==> src/rtl/pwm_capture_pkg.sv <==
// -----------------------------------------------------------------------------
// pwm_capture_pkg
// Shared definitions for the PWM input capture block: register offsets inside
// the 7-byte bus window, status bit positions and the measurement FSM states.
// -----------------------------------------------------------------------------
package pwm_capture_pkg;

    // Number of bytes in the register window.
    localparam int NUM_REGS = 7;

    // Register offsets relative to StartAddress.
    localparam logic [2:0] OFS_HIGH_U  = 3'd0;
    localparam logic [2:0] OFS_HIGH_L  = 3'd1;
    localparam logic [2:0] OFS_PER_U   = 3'd2;
    localparam logic [2:0] OFS_PER_L   = 3'd3;
    localparam logic [2:0] OFS_PRESC_U = 3'd4;
    localparam logic [2:0] OFS_PRESC_L = 3'd5;
    localparam logic [2:0] OFS_STATUS  = 3'd6;

    // Bit positions inside the status register.
    localparam int STAT_VALID    = 0;
    localparam int STAT_OVERFLOW = 1;
    localparam int STAT_LEVEL    = 2;

    // Measurement FSM states.
    typedef enum logic [1:0] {
        IDLE = 2'd0,
        HIGH = 2'd1,
        LOW  = 2'd2
    } captureState_t;

endpackage

==> src/rtl/pwm_edge_detector.sv <==
// -----------------------------------------------------------------------------
// pwm_edge_detector
// Brings the asynchronous PWM pin into the CLK domain and produces one-cycle
// rise/fall pulses plus the clean level.
//
// Ports:
//   CLK    in   system clock
//   RST    in   synchronous active-high reset
//   PWMIn  in   asynchronous PWM pin
//   level  out  synchronized (optionally filtered) pin level
//   rise   out  one-cycle pulse on a detected rising edge
//   fall   out  one-cycle pulse on a detected falling edge
//
// Build option: define PWM_CAPTURE_GLITCH_FILTER_EN to insert a 3-sample
// majority filter after the synchronizer (adds 1 CLK of edge latency and
// rejects pulses of 1 CLK or shorter).
// -----------------------------------------------------------------------------
module pwm_edge_detector (
    input  logic CLK,
    input  logic RST,
    input  logic PWMIn,
    output logic level,
    output logic rise,
    output logic fall
);

    logic [1:0] syncFf;    // syncFf[1] is the metastability-safe sample
    logic       prevLevel;

`ifdef PWM_CAPTURE_GLITCH_FILTER_EN
    // Two older samples of the synchronized pin; the level follows the
    // majority of the current sample and these two, so a single-cycle
    // excursion never wins the vote.
    logic [1:0] history;

    always_ff @(posedge CLK) begin
        if (RST) begin
            history <= 2'b00;
        end else begin
            history <= {history[0], syncFf[1]};
        end
    end

    assign level = (syncFf[1] & history[0]) |
                   (syncFf[1] & history[1]) |
                   (history[0] & history[1]);
`else
    assign level = syncFf[1];
`endif

    // NOTE: sequential state uses non-blocking assignments so every flop in the
    // chain samples the value from before this edge; blocking here would
    // collapse the synchronizer into a single stage.
    always_ff @(posedge CLK) begin
        if (RST) begin
            syncFf    <= 2'b00;
            prevLevel <= 1'b0;
        end else begin
            syncFf    <= {syncFf[0], PWMIn};
            prevLevel <= level;
        end
    end

    assign rise = level & ~prevLevel;
    assign fall = ~level & prevLevel;

endmodule

==> src/rtl/pwm_capture_register.sv <==
// -----------------------------------------------------------------------------
// pwm_capture_register
// Bus-addressable PWM input capture. Measures high time and period of PWMIn in
// prescaled ticks and exposes them through a 7-byte register window.
//
// Parameters:
//   StartAddress  base address of the register window
//   AddressWidth  width of AddressBus
// Ports:
//   CLK           system clock
//   RST           synchronous active-high reset
//   _Write        active-low write strobe (acts on its falling edge)
//   _Read         active-low read strobe (acts on its falling edge)
//   AddressBus    register address
//   DataIn        write data
//   DataOut       registered read data
//   PWMIn         asynchronous PWM input pin
//   CaptureValid  mirror of the status Valid bit
//
// Build option: PWM_CAPTURE_GLITCH_FILTER_EN (see pwm_edge_detector).
// -----------------------------------------------------------------------------
module pwm_capture_register
    import pwm_capture_pkg::*;
#(
    parameter int StartAddress = 0,
    parameter int AddressWidth = 8
) (
    input  logic                    CLK,
    input  logic                    RST,
    input  logic                    _Write,
    input  logic                    _Read,
    input  logic [AddressWidth-1:0] AddressBus,
    input  logic [7:0]              DataIn,
    output logic [7:0]              DataOut,
    input  logic                    PWMIn,
    output logic                    CaptureValid
);

    logic pwmLevel;
    logic pwmRise;
    logic pwmFall;

    pwm_edge_detector edgeDetector (
        .CLK   (CLK),
        .RST   (RST),
        .PWMIn (PWMIn),
        .level (pwmLevel),
        .rise  (pwmRise),
        .fall  (pwmFall)
    );

    // ---------------- bus decode ----------------
    logic                    writePrev;
    logic                    readPrev;
    logic [AddressWidth-1:0] offset;
    logic                    inWindow;
    logic [2:0]              regSel;
    logic                    writeHit;
    logic                    readHit;
    logic                    prescWrite;
    logic                    statusRead;

    // Addresses below StartAddress wrap to large offsets and fall out of range.
    assign offset     = AddressBus - AddressWidth'(StartAddress);
    assign inWindow   = (offset < AddressWidth'(NUM_REGS));
    assign regSel     = offset[2:0];
    assign writeHit   = ~_Write & writePrev & inWindow;
    assign readHit    = ~_Read & readPrev & inWindow;
    assign prescWrite = writeHit & ((regSel == OFS_PRESC_U) | (regSel == OFS_PRESC_L));
    assign statusRead = readHit & (regSel == OFS_STATUS);

    // ---------------- measurement state ----------------
    captureState_t state;
    logic [15:0]   prescaler;
    logic [15:0]   presCnt;
    logic [15:0]   highCnt;
    logic [15:0]   perCnt;
    logic [15:0]   highTime;
    logic [15:0]   period;
    logic [15:0]   snapPeriod;
    logic [7:0]    snapHighLo;
    logic          valid;
    logic          overflow;
    logic          tick;
    logic          periodFull;
    logic [7:0]    statusByte;
    logic [7:0]    readData;

    assign tick         = (presCnt == prescaler);
    assign periodFull   = (perCnt == 16'hFFFF);
    assign CaptureValid = valid;

    // NOTE: every variable driven in always_comb gets a default first, so no
    // path through the block leaves it unassigned and no latch is inferred.
    always_comb begin
        statusByte                = 8'h00;
        statusByte[STAT_VALID]    = valid;
        statusByte[STAT_OVERFLOW] = overflow;
        statusByte[STAT_LEVEL]    = pwmLevel;
    end

    always_comb begin
        readData = 8'h00;
        case (regSel)
            OFS_HIGH_U:  readData = highTime[15:8];
            OFS_HIGH_L:  readData = snapHighLo;
            OFS_PER_U:   readData = snapPeriod[15:8];
            OFS_PER_L:   readData = snapPeriod[7:0];
            OFS_PRESC_U: readData = prescaler[15:8];
            OFS_PRESC_L: readData = prescaler[7:0];
            OFS_STATUS:  readData = statusByte;
            default:     readData = 8'h00;
        endcase
    end

    // ---------------- register file / bus side ----------------
    always_ff @(posedge CLK) begin
        if (RST) begin
            writePrev  <= 1'b1;
            readPrev   <= 1'b1;
            DataOut    <= 8'h00;
            prescaler  <= 16'h0000;
            snapHighLo <= 8'h00;
            snapPeriod <= 16'h0000;
        end else begin
            writePrev <= _Write;
            readPrev  <= _Read;

            if (writeHit) begin
                if (regSel == OFS_PRESC_U) prescaler[15:8] <= DataIn;
                if (regSel == OFS_PRESC_L) prescaler[7:0]  <= DataIn;
            end

            if (readHit) begin
                DataOut <= readData;
                // Reading the upper HighTime byte freezes the remaining result
                // bytes so a multi-byte read sees one consistent capture.
                if (regSel == OFS_HIGH_U) begin
                    snapHighLo <= highTime[7:0];
                    snapPeriod <= period;
                end
            end
        end
    end

    // ---------------- prescaler and measurement FSM ----------------
    always_ff @(posedge CLK) begin
        if (RST) begin
            state    <= IDLE;
            presCnt  <= 16'h0000;
            highCnt  <= 16'h0000;
            perCnt   <= 16'h0000;
            highTime <= 16'h0000;
            period   <= 16'h0000;
            valid    <= 1'b0;
            overflow <= 1'b0;
        end else begin
            // Ticks are phase-aligned to each rising edge of the input.
            if (prescWrite || pwmRise || tick) presCnt <= 16'h0000;
            else                               presCnt <= presCnt + 16'd1;

            // Read-to-clear comes first so a capture or overflow on the same
            // cycle overrides it below.
            if (statusRead) begin
                valid    <= 1'b0;
                overflow <= 1'b0;
            end

            if (prescWrite) begin
                state <= IDLE;
            end else begin
                case (state)
                    IDLE: begin
                        if (pwmRise) begin
                            highCnt <= 16'h0000;
                            perCnt  <= 16'h0000;
                            state   <= HIGH;
                        end
                    end
                    HIGH: begin
                        if (tick && periodFull) begin
                            overflow <= 1'b1;
                            state    <= IDLE;
                        end else begin
                            if (tick) begin
                                highCnt <= highCnt + 16'd1;
                                perCnt  <= perCnt + 16'd1;
                            end
                            if (pwmFall) state <= LOW;
                        end
                    end
                    LOW: begin
                        if (tick && periodFull) begin
                            overflow <= 1'b1;
                            state    <= IDLE;
                        end else if (pwmRise) begin
                            // A tick on the edge cycle still belongs to the
                            // period that is closing.
                            highTime <= highCnt;
                            period   <= perCnt + {15'd0, tick};
                            valid    <= 1'b1;
                            highCnt  <= 16'h0000;
                            perCnt   <= 16'h0000;
                            state    <= HIGH;
                        end else if (tick) begin
                            perCnt <= perCnt + 16'd1;
                        end
                    end
                    default: state <= IDLE;
                endcase
            end
        end
    end

endmodule
==> config.mk <==
export PLATFORM = sky130hd
export DESIGN_NAME = pwm_capture_register
export DESIGN_NICKNAME = d
export VERILOG_FILES = /design/src/rtl/pwm_capture_pkg.sv /design/src/rtl/pwm_edge_detector.sv /design/src/rtl/pwm_capture_register.sv
export SDC_FILE = /design/constraint.sdc
export NUM_CORES = 1
export LEC_CHECK = 0
export BUFFER_PORTS_ARGS = -buffer_cell sky130_fd_sc_hd__buf_2
export CELL_PAD_IN_SITES_DETAIL_PLACEMENT = 0
export CELL_PAD_IN_SITES_GLOBAL_PLACEMENT = 1
export CORE_ASPECT_RATIO = 1.75
export CORE_MARGIN = 1
export CORE_UTILIZATION = 45
export CTS_CLUSTER_SIZE = 8
export DETAILED_ROUTE_END_ITERATION = 7
export PLACE_DENSITY_LB_ADDON = 0.2
export SYNTH_ARGS = -nofsm -noshare
export SYNTH_HDL_FRONTEND = slang
export SYNTH_SLANG_ARGS = --single-unit
export TNS_END_PERCENT = 100
==> constraint.sdc <==
create_clock -name CLK -period 3.3 [get_ports CLK]
set_input_delay 0.33 -clock CLK [delete_from_list [all_inputs] [get_ports CLK]]
set_output_delay 0.33 -clock CLK [all_outputs]
set_load 0.05 [all_outputs]
==> impl_metrics.ini <==
[synth]
synth_area_sq_um = 6460
synth_top_family_by_area = simple AND/OR/NAND/NOR gates
synth_commonest_cells = dfxtp_1 (137), nand2_1 (131), nor2_1 (84), a21oi_1 (77), xor2_1 (42)
yosysMostFrequentCell = dfxtp_1
synth_seq_cells = 137
yosys.area.top_type = dfxtp_1
avgSynthCellArea_sq_um = 8.31
synth_nets = 808
synth.mux.area_fraction_pct = 4.44
ys_top_cells_by_area = dfxtp_1 (42%), nand2_1 (7.6%), a21oi_1 (6.0%)
yosysWarnings = 0
synth-edff-count = 0
synth_top_area_share_pct = 42.5
synth-compound-area-share_pct = 14.4
synthFlopType = dfxtp_1
yosys.area_share.simple_pct = 25.3
async_flop_share_pct = 0
synth_seq_area_share_pct = 42.5
netlist_instances = 777
synth.distinct_cells = 57
synth-xor-area-share_pct = 7.46
yosys.area_share.adder_pct = 1.94

[setup_path]
critPathMaxStageDelay_ns = 0.67
crit_path_top_delay_cell = and3_1
path_class = register to register
rr_endpoint = period[9]$_SDFFE_PP0P_
reg2reg_slack_ns = 0.44
end_kind = register
timing.rr.start = presCnt[7]$_SDFF_PP0_
crit_fanout = 30
ff2ff_path_depth = 9
cp.required_ns = 3.62
arrival_ns = 3.18
worstSetupStartpointType = register
path_cells = xor2_1 > nor4_2 > nand4_2 > clkinv_2 > a21boi_1 > and3_1 > buf_12 > nor2_1 > a211oi_1

[timing]
finalCriticalPeriod_ns = 2.86
maxSlewHeadroom_pct = 39.9
fmax_mhz = 349
fin_ws_ns = 0.436
worst_slew_pin_slew_ns = 0.893
rsz0062_at_grt = false
slew_violations = 0
fin_skew_ns = 0.0133
finalSetupTns_ns = 0
finalCritPeriodShare_pct = 86.8
setup_viol = 0
hold_viol = 0

[cts]
clk_latency_ns = 0.42
cts_tree = built
clkSinkCount = 137
hold_buffers = 0
post_cts_buffers = 0
cts_made_buffers = 17
clockRootBuffer = clkbuf_16
htreeDepth = 4
ctsResizeCount = 0
cts_buffer_depth = 2
clk_pin_slew_ns = 0.06

[hold_path]
holdPathEnd = readPrev$_SDFF_PP1_
hold_class = input port to register
hold_depth = 2
hp-start = _Read

[routing]
antenna_left = 0
drt_iter0_markers = 286
viasPerCell = 5.69
vias = 5528
wire_per_inst_microns = 17.8
drc = 0
firstDrtPassIters = 5
wl_mm = 17.3

[floorplanning]
io_pins = 30
core_sq_um = 14000
die_h_microns = 161
die_area_sq_um = 14900
rows = 57
die_w_microns = 92.6
start_util_pct = 46.2

[finish]
finish.utilization_pct = 52.6
nets = 812
drive_gt1_share_pct = 12.1
antenna_cells = 0
syn2layout_area_growth_pct = 13.9

[global_routing]
grt_pass1_vias = 5429
grtUsageTotal_pct = 24.3
gr-total-overflow = 0
grt_first_pass_wirelength_mm = 27.8
antenna_found_initial = 0
grt_max_degree = 86

[run]
max-cap-violations = 0

[place]
dp_slack_ns = 0.440
gp_congestion = 0.876
io_buffers = 29
dp_hpwl_mm = 12.6

[outcome]
status = completed

[power_and_ir_drop]
ir_drop_mv = 0.313
leakagePower_nw = 2.59
powerDensity_nw_per_um2 = 541
-- registers in the layout (all words and copies together), names as in the netlist --
name	count
DataOut	8
writePrev	1
edgeDetector.syncFf	2
presCnt	16
period	16
highTime	16
snapHighLo	8
prescaler	16
CaptureValid	1
state	2
readPrev	1
perCnt	16
highCnt	16
overflow	1
edgeDetector.prevLevel	1
snapPeriod	16
-- placed cells by master, fill, tap and decap left out, drive strengths merged, types with 7 or more instances in the layout --
master,Yosys,routed
buf,21,36
nand4,21,21
nor3,12,12
clkbuf,30,18
or3,7,7
ha,10,10
nor2b,8,8
nor2,85,85
inv,7,8
nand3,31,31
a21oi,77,77
o21ai,18,18
nand2,131,131
and3,12,12
xor2,42,42
xnor2,13,13
mux2i,14,14
mux2,7,7
a211oi,20,20
dfxtp,137,137
-- power by group --
group	switching, W	internal (W)
Combinational	0.000100	0.0000398
Clock	0.000753	0.00142
Sequential	0.00000589	0.00166
-- per-layer routing --
| layer | part of all wire [%] | track usage [%] |
|---|---|---|
| met5 | 0 | 0 |
| met4 | 4.7 | 13.4 |
| met3 | 2.5 | 4.45 |
| met2 | 54 | 44.3 |
| met1 | 39 | 25.7 |
-- area by class of cell --
type,instances,area (sq um)
clock buffers,18,429
clock inverters,14,246
fillers,1382,6620
inverters,8,31.3
multi-input cells,581,3470
flip-flops and latches,137,2740
well taps,177,221
repair buffers,36,213
-- worst max path at each step --
stage                               start                 endpoint  slack (ns)  depth (start not counted)
global route        presCnt[7]$_SDFF_PP0_  period[10]$_SDFFE_PP0P_        0.23                          9
global placement    presCnt[7]$_SDFF_PP0_  period[13]$_SDFFE_PP0P_        0.50                         10
finish              presCnt[7]$_SDFF_PP0_   period[9]$_SDFFE_PP0P_        0.44                          9
floorplan           presCnt[7]$_SDFF_PP0_  period[13]$_SDFFE_PP0P_        0.89                         12
CTS                 presCnt[7]$_SDFF_PP0_   period[9]$_SDFFE_PP0P_        0.39                          9
detailed placement  presCnt[7]$_SDFF_PP0_   period[9]$_SDFFE_PP0P_        0.44                          9
-- critical path: cells and delay by family, from the launching register on --
| kind | cells | cell delay, ns |
|---|---|---|
| AOI/OAI and AO/OA | 2 | 0.58 |
| xor gates and xnor gates | 1 | 0.20 |
| buffers and inverters | 2 | 0.48 |
| DFF | 1 | 0.50 |
| and+or+nand+nor | 4 | 0.99 |
-- through the flow --
| step | std cells | hold WS (ns) | total power [W] | instance area, sq um |
|---|---|---|---|---|
| 6_report | 971 | 0.120 | 0.00398 | 7360 |
| 2_1_floorplan | 777 | 0.414 | 0.00180 | 6460 |
| 4_1_cts | 971 | 0.109 | 0.00401 | 7360 |
| 3_5_place_dp | 939 | 0.431 | 0.00184 | 6680 |
| 5_1_grt | 971 | 0.127 | 0.00410 | 7360 |
| 3_3_place_gp | 939 | 0.427 | 0.00184 | 6680 |
-- kinds of logic (layout without fill, tap and decap cells) --
| kind of cell | after synthesis | after routing |
|---|---|---|
| xor gates and xnor gates | 55 | 55 |
| AOI/OAI and AO/OA | 149 | 149 |
| buffers and inverters | 59 | 76 |
| muxes | 24 | 24 |
| and+or+nand+nor | 343 | 343 |
| adders and majority gates | 10 | 10 |
| DFF | 137 | 137 |
(Power assumes the default switching activity.)
